`config.mk`:
```
export PLATFORM = sky130hd
export DESIGN_NAME = multi_cycle_control
export DESIGN_NICKNAME = d
export VERILOG_FILES = /design/src/rtl/multi_cycle_control.sv
export SDC_FILE = /design/constraint.sdc
export NUM_CORES = 1
export LEC_CHECK = 0
export CAP_MARGIN = 10
export CORE_ASPECT_RATIO = 1.5
export CORE_MARGIN = 2
export CORE_UTILIZATION = 46
export CTS_BUF_LIST = sky130_fd_sc_hd__clkbuf_2
export DETAILED_ROUTE_END_ITERATION = 7
export PLACE_DENSITY = 0.86
export SLEW_MARGIN = 0
export SYNTH_ARGS = -nofsm -noshare
export SYNTH_HDL_FRONTEND = slang
export SYNTH_SLANG_ARGS = --single-unit
```
`constraint.sdc`:
```
create_clock -name Clock -period 2.15 [get_ports Clock]
set_input_delay 0.215 -clock Clock [delete_from_list [all_inputs] [get_ports Clock]]
set_output_delay 0.215 -clock Clock [all_outputs]
set_load 0.02 [all_outputs]
```
`src/rtl/multi_cycle_control.sv`:
```
// Control unit for a five-state multi-cycle processor: sequences fetch, decode,
// execute, memory and writeback, and counts retired instructions.
module multi_cycle_control #(
    parameter int COUNT_W = 16
) (
    input  logic               Clock,
    input  logic               Reset,
    input  logic [15:0]        Instr,
    input  logic               MemReady,
    input  logic               Zero,
    output logic               MemReq,
    output logic               MemWe,
    output logic               IrWrite,
    output logic               PcWrite,
    output logic [1:0]         PcSrc,
    output logic [1:0]         AluOp,
    output logic               AluSrcB,
    output logic               RegDst,
    output logic               RegWrite,
    output logic               MemToReg,
    output logic [3:0]         Func,
    output logic               Illegal,
    output logic [COUNT_W-1:0] RetireCount,
    output logic [2:0]         State
);

    typedef enum logic [2:0] {
        S_FETCH     = 3'd0,
        S_DECODE    = 3'd1,
        S_EXECUTE   = 3'd2,
        S_MEM       = 3'd3,
        S_WRITEBACK = 3'd4
    } state_t;

    localparam logic [3:0] OP_RTYPE = 4'b0000;
    localparam logic [3:0] OP_ADDI  = 4'b0100;
    localparam logic [3:0] OP_LW    = 4'b1000;
    localparam logic [3:0] OP_SW    = 4'b1100;
    localparam logic [3:0] OP_BEQ   = 4'b0010;
    localparam logic [3:0] OP_JUMP  = 4'b0011;

    state_t             r_state;
    state_t             w_next;
    logic [15:0]        r_ir;
    logic [COUNT_W-1:0] r_retire_cnt;

    logic       w_is_r, w_is_addi, w_is_lw, w_is_sw, w_is_beq, w_is_jump, w_is_legal;
    logic       w_mem_req, w_mem_we, w_ir_write, w_pc_write, w_alu_src_b;
    logic       w_reg_dst, w_reg_write, w_mem_to_reg, w_illegal, w_retire;
    logic [1:0] w_pc_src, w_alu_op;
    logic       w_unused_ir;

    assign w_is_r      = (r_ir[15:12] == OP_RTYPE);
    assign w_is_addi   = (r_ir[15:12] == OP_ADDI);
    assign w_is_lw     = (r_ir[15:12] == OP_LW);
    assign w_is_sw     = (r_ir[15:12] == OP_SW);
    assign w_is_beq    = (r_ir[15:12] == OP_BEQ);
    assign w_is_jump   = (r_ir[15:12] == OP_JUMP);
    assign w_is_legal  = w_is_r | w_is_addi | w_is_lw | w_is_sw | w_is_beq | w_is_jump;
    // Register-field bits belong to the datapath; control only needs opcode and function.
    assign w_unused_ir = ^r_ir[11:4];

    always_ff @(posedge Clock or negedge Reset) begin
        if (!Reset) begin
            r_state <= S_FETCH;
        end else begin
            r_state <= w_next;
        end
    end

    always_ff @(posedge Clock or negedge Reset) begin
        if (!Reset) begin
            r_ir <= 16'h0000;
        end else if (w_ir_write) begin
            r_ir <= Instr;
        end
    end

    always_ff @(posedge Clock or negedge Reset) begin
        if (!Reset) begin
            r_retire_cnt <= '0;
        end else if (w_retire) begin
            r_retire_cnt <= r_retire_cnt + COUNT_W'(1);
        end
    end

    always_comb begin
        w_next       = r_state;
        w_mem_req    = 1'b0;
        w_mem_we     = 1'b0;
        w_ir_write   = 1'b0;
        w_pc_write   = 1'b0;
        w_pc_src     = 2'b00;
        w_alu_op     = 2'b00;
        w_alu_src_b  = 1'b0;
        w_reg_dst    = 1'b0;
        w_reg_write  = 1'b0;
        w_mem_to_reg = 1'b0;
        w_illegal    = 1'b0;
        w_retire     = 1'b0;
        case (r_state)
            S_FETCH: begin
                w_mem_req = 1'b1;
                if (MemReady) begin
                    w_ir_write = 1'b1;
                    w_pc_write = 1'b1;
                    w_next     = S_DECODE;
                end
            end
            S_DECODE: begin
                if (!w_is_legal) begin
                    w_illegal = 1'b1;
                    w_next    = S_FETCH;
                end else if (w_is_jump) begin
                    w_pc_write = 1'b1;
                    w_pc_src   = 2'b10;
                    w_retire   = 1'b1;
                    w_next     = S_FETCH;
                end else begin
                    w_next = S_EXECUTE;
                end
            end
            S_EXECUTE: begin
                if (w_is_r) begin
                    w_alu_op = 2'b10;
                    w_next   = S_WRITEBACK;
                end else if (w_is_addi) begin
                    w_alu_src_b = 1'b1;
                    w_next      = S_WRITEBACK;
                end else if (w_is_lw || w_is_sw) begin
                    w_alu_src_b = 1'b1;
                    w_next      = S_MEM;
                end else if (w_is_beq) begin
                    w_alu_op   = 2'b01;
                    w_pc_write = Zero;
                    w_pc_src   = 2'b01;
                    w_retire   = 1'b1;
                    w_next     = S_FETCH;
                end else begin
                    w_next = S_FETCH;
                end
            end
            S_MEM: begin
                w_mem_req   = 1'b1;
                w_mem_we    = w_is_sw;
                w_alu_src_b = 1'b1;
                if (MemReady) begin
                    if (w_is_sw) begin
                        w_retire = 1'b1;
                        w_next   = S_FETCH;
                    end else begin
                        w_next = S_WRITEBACK;
                    end
                end
            end
            S_WRITEBACK: begin
                w_reg_write  = 1'b1;
                w_reg_dst    = w_is_r;
                w_mem_to_reg = w_is_lw;
                w_retire     = 1'b1;
                w_next       = S_FETCH;
            end
            default: begin
                w_next = S_FETCH;
            end
        endcase
    end

    // Outputs are forced low for as long as reset is held, without waiting for a clock.
    assign MemReq      = Reset & w_mem_req;
    assign MemWe       = Reset & w_mem_we;
    assign IrWrite     = Reset & w_ir_write;
    assign PcWrite     = Reset & w_pc_write;
    assign PcSrc       = Reset ? w_pc_src : 2'b00;
    assign AluOp       = Reset ? w_alu_op : 2'b00;
    assign AluSrcB     = Reset & w_alu_src_b;
    assign RegDst      = Reset & w_reg_dst;
    assign RegWrite    = Reset & w_reg_write;
    assign MemToReg    = Reset & w_mem_to_reg;
    assign Illegal     = Reset & w_illegal;
    assign Func        = r_ir[3:0];
    assign RetireCount = r_retire_cnt;
    assign State       = r_state;

endmodule

```
== Word-level counts from Yosys, hierarchy flattened ==
Index checks and enable logic that the tools add are counted.
Cells by class
  bitwise operators: 14
  muxes and demuxes: 47
  equality and inequality tests: 11
  add/subtract/negate cells: 1
  reduce and logical (&&, ||, !) cells: 5
Operators with widths (number)
  two-way mux 1 bit: 28
  two-way mux 2 bit: 9
  adder 16 x 1 -> 16 bit (second input constant): 1
  two-way mux 3 bit: 5
  one-hot mux 3 bit (4 select lines): 1
  AND 1 bit: 9
  == test 4 x 2 -> 1 bit (second input constant): 2
  == test 4 bit (second input constant): 2
  == test 3 x 2 -> 1 bit (second input constant): 2
  OR 1 bit: 5
  == test 4 x 3 -> 1 bit (second input constant): 1
  logical NOT 4 bit: 1
  != test 2 bit (second input constant): 2
  one-hot mux 1 bit (4 select lines): 1
  one-hot mux 2 bit (2 select lines): 1
  == test 3 x 1 -> 1 bit (second input constant): 1
  == test 3 bit (second input constant): 1
  logical NOT 3 bit: 1
  one-hot mux 1 bit (3 select lines): 1
  one-hot mux 1 bit (2 select lines): 1
  AND reduction 2 bit: 1
  OR reduction 2 bit: 1
  logical OR 1 bit: 1
Storage, ports and cells
  flip-flop bits (word level): 35
  logic and storage cells: 81
  output and inout bits: 36

== Longest topological paths before layout ==
Gate-level depths: netlist (run 1).
  depth in word-level cells: 9
  mapped depth: 5
  mapped depth without buffers: 4

== Least setup slack after synthesis (run 1) ==
OpenSTA, ideal clock, no wires.
  path type: flip-flop to output port
  start: register r_state[1], in the netlist State[1]
  end: output PcSrc[0]
  data required time: 1.935 ns
  arrival: 1.972 ns
  slack: -0.037 ns
  cell stages (with the launch flop): 5
  path buffers: 2
  cells stage by stage: dfrtp_1 > clkbuf_1 > nand3b_1 > nor4_1 > buf_4
On the way
  cells in the longest elaborated chain, start to end: 3
  elaborated cells between the ends (all ways): 4
  those cells by class: eq/ne (2); mux (2)
Ends and longest elaborated chain
  start: declaration: RTL line 42  | state_t r_state;
  start signal: assignment: RTL line 67  | r_state <= w_next;
  == test 3 x 2 -> 1 bit or == test 3 x 1 -> 1 bit (tied branches): RTL line 101  | case (r_state)
  one-hot mux 2 bit (2 select lines) (*): RTL line 101
  two-way mux 2 bit (*): RTL line 174  | assign PcSrc = Reset ? w_pc_src : 2'b00;
  end: declaration: RTL line 15  | output logic [1:0] PcSrc,
Mark *: on every way between the ends. The rest lies on a longest branch, timed or not.

== Worst setup path in the final report (run 1) ==
  start: register r_state[1], in the netlist State[1]
  end: register r_retire_cnt[14], in the netlist RetireCount[14]
On the way
  cells in the longest elaborated chain, start to end: 2
  elaborated cells between the ends (all ways): 5
  those cells by class: eq/ne (4); mux (1)
Ends and longest elaborated chain
  == test 3 bit (tied with other cells): RTL line 101
  one-hot mux 1 bit (4 select lines) (*): RTL line 101
  end signal: assignment: RTL line 83  | r_retire_cnt <= r_retire_cnt + COUNT_W'(1);
  end: declaration: RTL line 45  | logic [COUNT_W-1:0] r_retire_cnt;
Marked as above.
A chain may end at the register's enable or synchronous reset.

==> results of run 1 <==
==> through the flow <==
step	setup slack (ps)	utilization (%)	hold slack [ps]	power [mW]
after floorplan	130	-	-80.6	1.51
after global placement	42.6	65.0	464	1.86
after detailed placement	-49.1	65.0	462	1.91
after CTS	6.70	67.3	255	2.19
after global routing	-11.6	67.8	277	2.33
final	56.8	67.8	281	2.21
==> logic make-up after synthesis <==
kind of cell | Yosys count
buf+inv | 13
mux | 8
xor+xnor | 16
compound gates | 28
simple gates | 57
fa+ha+maj | 1
flops | 27
==> worst max-delay path, delay by kind of cell (launching register included) <==
kind	cells	cell delay (ps)
simple gates	1	470
xor+xnor	1	230
buf+inv	2	290
flops	1	500
compound gates	2	560
==> sequential cells by signal (all words and copies together) (netlist names) <==
register	count
RetireCount	16
State	3
r_ir	8
==> placed cells by master (no fill, tap or decap), types with 2 or more instances in the layout <==
cell type	count
nor3b_1	2
o2111ai_1	4
nor2_1	11
dlymetal6s2s_1	2
nand2b_1	2
buf_4	17
xor2_1	8
o21a_1	2
o211ai_1	2
a2111oi_2	4
nand3_1	6
dlygate4sd2_1	9
and3_1	4
a211oi_1	2
dfrtp_2	5
xnor2_1	8
inv_1	3
nand3b_1	2
mux2_2	8
nor4b_1	3
o21ai_0	6
dfrtp_1	22
clkbuf_2	5
a21oi_1	4
nor3_1	4
nand2_1	11
clkdlybuf4s50_1	34
nor2b_1	2
==> cell usage after synthesis (4+ instances only) <==
library cell  number  area (um^2)
xnor2_1            8         70.1
buf_4              5         37.5
nand3_1            6         30.0
o21ai_0            6         30.0
and3_1             4         25.0
nand2_1           11         41.3
dfrtp_1           27          676
a21oi_1            4         20.0
nor2_1            12         45.0
xor2_1             8         70.1
clkbuf_1           4         15.0
o2111ai_1          4         35.0
mux2_2             8         90.1
nor3_1             4         20.0
==> what timing repair did <==
action / 4_1_cts / 5_1_grt
buffers inserted: 8 / 0
setup endpoints to repair: 13 / 7
resized for setup: 16 / 11
hold endpoints to repair: 0 / 0
==> routing by layer <==
layer	vias up	GRT usage, %
met5	-	0
met2	48	39.8
met1	673	24.4
met3	11	2.81
met4	0	12.9
li1	653	-
==> worst paths after layout <==
path	endpoint	slack, ps	cells past startpoint
worst max-delay path	RetireCount[14]	60	6
worst min-delay path	State[1]	280	2
min in group Clock	r_ir[13]	390	3
worst min register to register	RetireCount[15]	500	1
max in group asynchronous	RetireCount[1]	1660	2
worst max register to register	RetireCount[14]	60	6
==> power breakdown <==
part           internal, mW  switching [mW]  total [mW]  leakage, nW
combinational         0.588           0.607        1.19        0.588
clock                0.0421           0.149       0.191       0.0164
sequential            0.647           0.175       0.822        0.314
==> area by class of cell <==
cell class                      instances  share of cell area, %
Multi-Input combinational cell        110                   37.2
Clock inverter                          1                  0.234
Tap cell                               40                   2.34
Inverter                                3                  0.526
Timing Repair Buffer                   64                   27.2
Sequential cell                        27                   31.9
Clock buffer                            3                  0.701
==> impl_metrics.json, run 1 <==
{
  "status": "finished, final reports clean",
  "drive_above_1_share_pct": 22.6,
  "io_buffers": 47,
  "timing.critical_path.mode_cell": "buf_4",
  "worst-setup-path-type": "flip-flop to flip-flop",
  "max_freq_ghz": 0.478,
  "yosysSeqAreaShare_pct": 44.4,
  "p_leak_nw": 0.918,
  "dr_wl_met3_um": 175,
  "route.layer.met1.wl_um": 1530,
  "die_w_um": 51.0,
  "routed_wl_um": 4030,
  "async_flop_share_pct": 100,
  "tns_ps": 0,
  "synth-compound-area-share_pct": 13.9,
  "ctsHoldBuffers": 0,
  "clk_pin_slew_worst_paths_ps": 250,
  "grt_max_degree": 18,
  "crit_start": "State[1]",
  "ys_seq_elements": 27,
  "cts_root_buf": "clkbuf_2",
  "arrival_ps": 2400,
  "ir_worst_vdd_v": 0.000735,
  "grt_antenna_before_repair": 0,
  "synth_top_family_by_area": "simple AND/OR/NAND/NOR gates",
  "placed_cell_area_um2": 2050,
  "drt_iter0_markers": 45,
  "routabilityCongestion": 0.820,
  "grt_pass1_wl_um": 6240,
  "min_path_type": "input port to asynchronous set/reset pin",
  "maxSlewViolCount": 0,
  "yosys_warnings": 0,
  "crit_path_cell_trace": "buf_4 -> buf_4 -> or3b_2 -> o31a_4 -> a2111oi_2 -> xor2_1",
  "r2r-start": "State[1]",
  "hold_viol": 0,
  "synth-edff-count": 0,
  "nNetsFinal": 230,
  "die-area_um2": 3800,
  "rsz0062_at_grt": "yes",
  "grt_overflow": 0,
  "max_stage_delay_ps": 500,
  "start_kind": "flip-flop",
  "cts_buffers": 3,
  "worst_pin_slew_ps": 743,
  "fin_crit_sh_pct": 97.4,
  "area_delta_synth_final_pct": 40.6,
  "clockBufferDepth": 2,
  "yosys.area_share.adder_pct": 0.822,
  "powerDensity_nw_per_um2": 1030,
  "io_pins": 56,
  "dr.pass1.iters": 4,
  "core-area_um2": 3160,
  "place_inst": 236,
  "dp_hpwl_um": 2920,
  "max-slew-margin-rel_pct": 50.1,
  "design_area_um2": 2140,
  "avgSynthCellArea_um2": 10.2,
  "synthMuxAreaShare_pct": 5.92,
  "viasPerCell": 5.58,
  "worstPathRequired_ps": 2460,
  "rows": 25,
  "syn-instance-count": 150,
  "multi_input_area_um2": 796,
  "start_util_pct": 48.2,
  "worstPathMaxFanout": 7,
  "wl_met2_um": 2190,
  "syn_nets": 171,
  "clkLatencyLatePin_ps": 370,
  "final.fill_count": 247,
  "synthSimpleGateAreaFrac_pct": 20.9,
  "num_vias": 1385,
  "drt-wirelength-per-cell_um": 16.2,
  "grt_pass1_vias": 1399,
  "detail-route-antenna-nets": 0,
  "grt_use_total_pct": 22.0,
  "synth_cell_types": 39,
  "instances_no_fill": 248,
  "critPathSlowestCell": "dfrtp_2",
  "clock_sinks": 27,
  "cap_violations": 0,
  "die_h_um": 74.5,
  "finalClockSkew_ps": 21.8,
  "synth_ff_type": "dfrtp_1",
  "ff_latch_area_um2": 682,
  "timing.final.crit_period_ps": 2090,
  "antenna_cells_inserted": 0,
  "cp-end-kind": "flip-flop",
  "cts_tree": "built",
  "synth_xor_area_share_pct": 9.20,
  "htree_levels": 1,
  "finalSetupViolCount": 0,
  "drc": 0,
  "netlist_area_um2": 1520,
  "highest_layer": "met4"
}
Note: power is estimated with default switching activity, not from simulation.
==> run 2: changes to the inputs <==
Settings changed: GPL_TIMING_DRIVEN set to 0.
==> impl_metrics.json, run 2 (synthesized netlist as in run 1, its figures left out) <==
{
  "status": "finished, final reports clean",
  "finalSetupViolCount": 0,
  "nNetsFinal": 232,
  "num_vias": 1457,
  "clkLatencyLatePin_ps": 370,
  "dr.pass1.iters": 4,
  "drt-wirelength-per-cell_um": 16.7,
  "cts_root_buf": "clkbuf_2",
  "die_w_um": 51.0,
  "worstSetupEndpoint": "RetireCount[8]",
  "cts_buffers": 3,
  "timing.critical_path.mode_cell": "buf_4",
  "die_h_um": 74.5,
  "dp_hpwl_um": 2840,
  "max_stage_delay_ps": 500,
  "clk_pin_slew_worst_paths_ps": 240,
  "io_buffers": 47,
  "hold_viol": 0,
  "r2r_end": "RetireCount[8]",
  "maxSlewViolCount": 0,
  "final_common_cell": "clkdlybuf4s50_1",
  "antenna_cells_inserted": 0,
  "clockBufferDepth": 2,
  "r2r-start": "State[0]",
  "final.fill_count": 222,
  "crit_start": "State[0]",
  "rows": 25,
  "highest_layer": "met4",
  "drc": 0,
  "viasPerCell": 5.83,
  "rsz0062_at_grt": "yes",
  "detail-route-antenna-nets": 0,
  "drt_iter0_markers": 55,
  "routed_wl_um": 4170,
  "crit_path_cell_trace": "buf_4 -> buf_4 -> or3b_2 -> o31a_4 -> a2111oi_2 -> xor2_1",
  "regToRegSetupSlack_ps": 20,
  "core-area_um2": 3160,
  "worst-setup-path-type": "flip-flop to flip-flop",
  "wl_met2_um": 2290,
  "worst_pin_slew_ps": 610,
  "die-area_um2": 3800,
  "start_util_pct": 48.2,
  "area_delta_synth_final_pct": 44.5,
  "worstPathRequired_ps": 2470,
  "place_inst": 238,
  "clock_sinks": 27,
  "routabilityCongestion": 0.797,
  "largest_reg_flops": 16,
  "critPathSlowestCell": "or3b_2",
  "max-slew-margin-rel_pct": 59.1,
  "max_freq_ghz": 0.468,
  "cap_violations": 0,
  "arrival_ps": 2450,
  "p_leak_nw": 0.913,
  "grt_max_degree": 22,
  "cts_tree": "built",
  "placed_cell_area_um2": 2080,
  "htree_levels": 1,
  "min_path_type": "input port to asynchronous set/reset pin",
  "grt_use_total_pct": 21.8,
  "io_pins": 56,
  "layout_common_cells": "33 x clkdlybuf4s50_1, 25 x dfrtp_1, 14 x buf_4, 12 x nor2_1, 11 x nand2_1",
  "timing.final.crit_period_ps": 2130,
  "powerDensity_nw_per_um2": 1020,
  "finalClockSkew_ps": 17.3,
  "reg2regPathDepth": 6,
  "dr_wl_met3_um": 246,
  "grt_pass1_vias": 1340,
  "ir_worst_vdd_v": 0.000709,
  "design_area_um2": 2200,
  "drive_above_1_share_pct": 23.3,
  "instances_no_fill": 250,
  "fin_crit_sh_pct": 99.3,
  "grt_pass1_wl_um": 6270,
  "grt_antenna_before_repair": 0,
  "worstPathMaxFanout": 7,
  "route.layer.met1.wl_um": 1500,
  "start_kind": "flip-flop",
  "cp-end-kind": "flip-flop",
  "grt_overflow": 0
}
[run 2: metrics by stage]
step	setup TNS, ps	utilization, %	power [mW]	setup slack (ps)	hold slack, ps
after detailed placement	-3460	65.7	1.94	-495	465
after CTS	0	68.6	2.22	16.1	67.8
final	0	69.7	2.26	15.3	79.5
after global routing	-212	69.7	2.38	-53.7	62.5
after global placement	-10800	64.9	1.89	-1100	465
after floorplan	0	-	1.51	130	-80.6
[run 2: final cells by class]
| type | instances | area [um^2] | area share, % |
|---|---|---|---|
| Multi-Input combinational cell | 110 | 840 | 38.1 |
| Sequential cell | 27 | 678 | 30.8 |
| Tap cell | 40 | 50.0 | 2.27 |
| Inverter | 3 | 11.3 | 0.512 |
| Clock buffer | 4 | 20.0 | 0.910 |
| Buffer | 9 | 62.6 | 2.84 |
| Timing Repair Buffer | 57 | 539 | 24.5 |
[run 2: worst min-delay path by stage]
stage | start | endpoint | slack [ps] | depth (start not counted)
after floorplan | Reset | RetireCount[0] | -80 | 0
after global placement | RetireCount[15] | RetireCount[15] | 460 | 1
after detailed placement | RetireCount[15] | RetireCount[15] | 470 | 1
after CTS | Reset | RetireCount[9] | 70 | 2
after global routing | Reset | RetireCount[8] | 60 | 2
final | Reset | RetireCount[9] | 80 | 2
[run 2: metal layers]
layer  vias to the layer above  GRT usage, %
met3                        13          2.21
met4                         0          10.5
met1                       706          24.2
li1                        658             -
met5                         -             0
met2                        80          40.8
[run 2: timing repair]
| action | in CTS | in global routing |
|---|---|---|
| gates resized for setup | 20 | 21 |
| hold buffers | 1 | 0 |
| buffers inserted | 8 | 0 |
| cloned | 0 | 0 |
| endpoints found under the setup margin | 22 | 11 |
| hold endpoints to repair | 7 | 0 |
[run 2: power by group]
part           switching [mW]  leakage (nW)  total (mW)  internal [mW]
combinational           0.647         0.579        1.26          0.617
sequential              0.154         0.318       0.795          0.641
clock                   0.146        0.0166       0.195         0.0491
total                   0.948         0.913        2.26           1.31
[run 2: worst max-delay path: cells and delay by family, from the launching register on]
kind / cells / cell delay [ps]
compound gates: 2 / 630
flops: 1 / 460
buf+inv: 2 / 290
simple gates: 1 / 500
xor+xnor: 1 / 190
==> run 3: changes to the inputs <==
Settings changed: GPL_ROUTABILITY_DRIVEN set to 0.
==> results of run 3 <==
The final DEF is identical to that of run 2; final timing and power are the same.
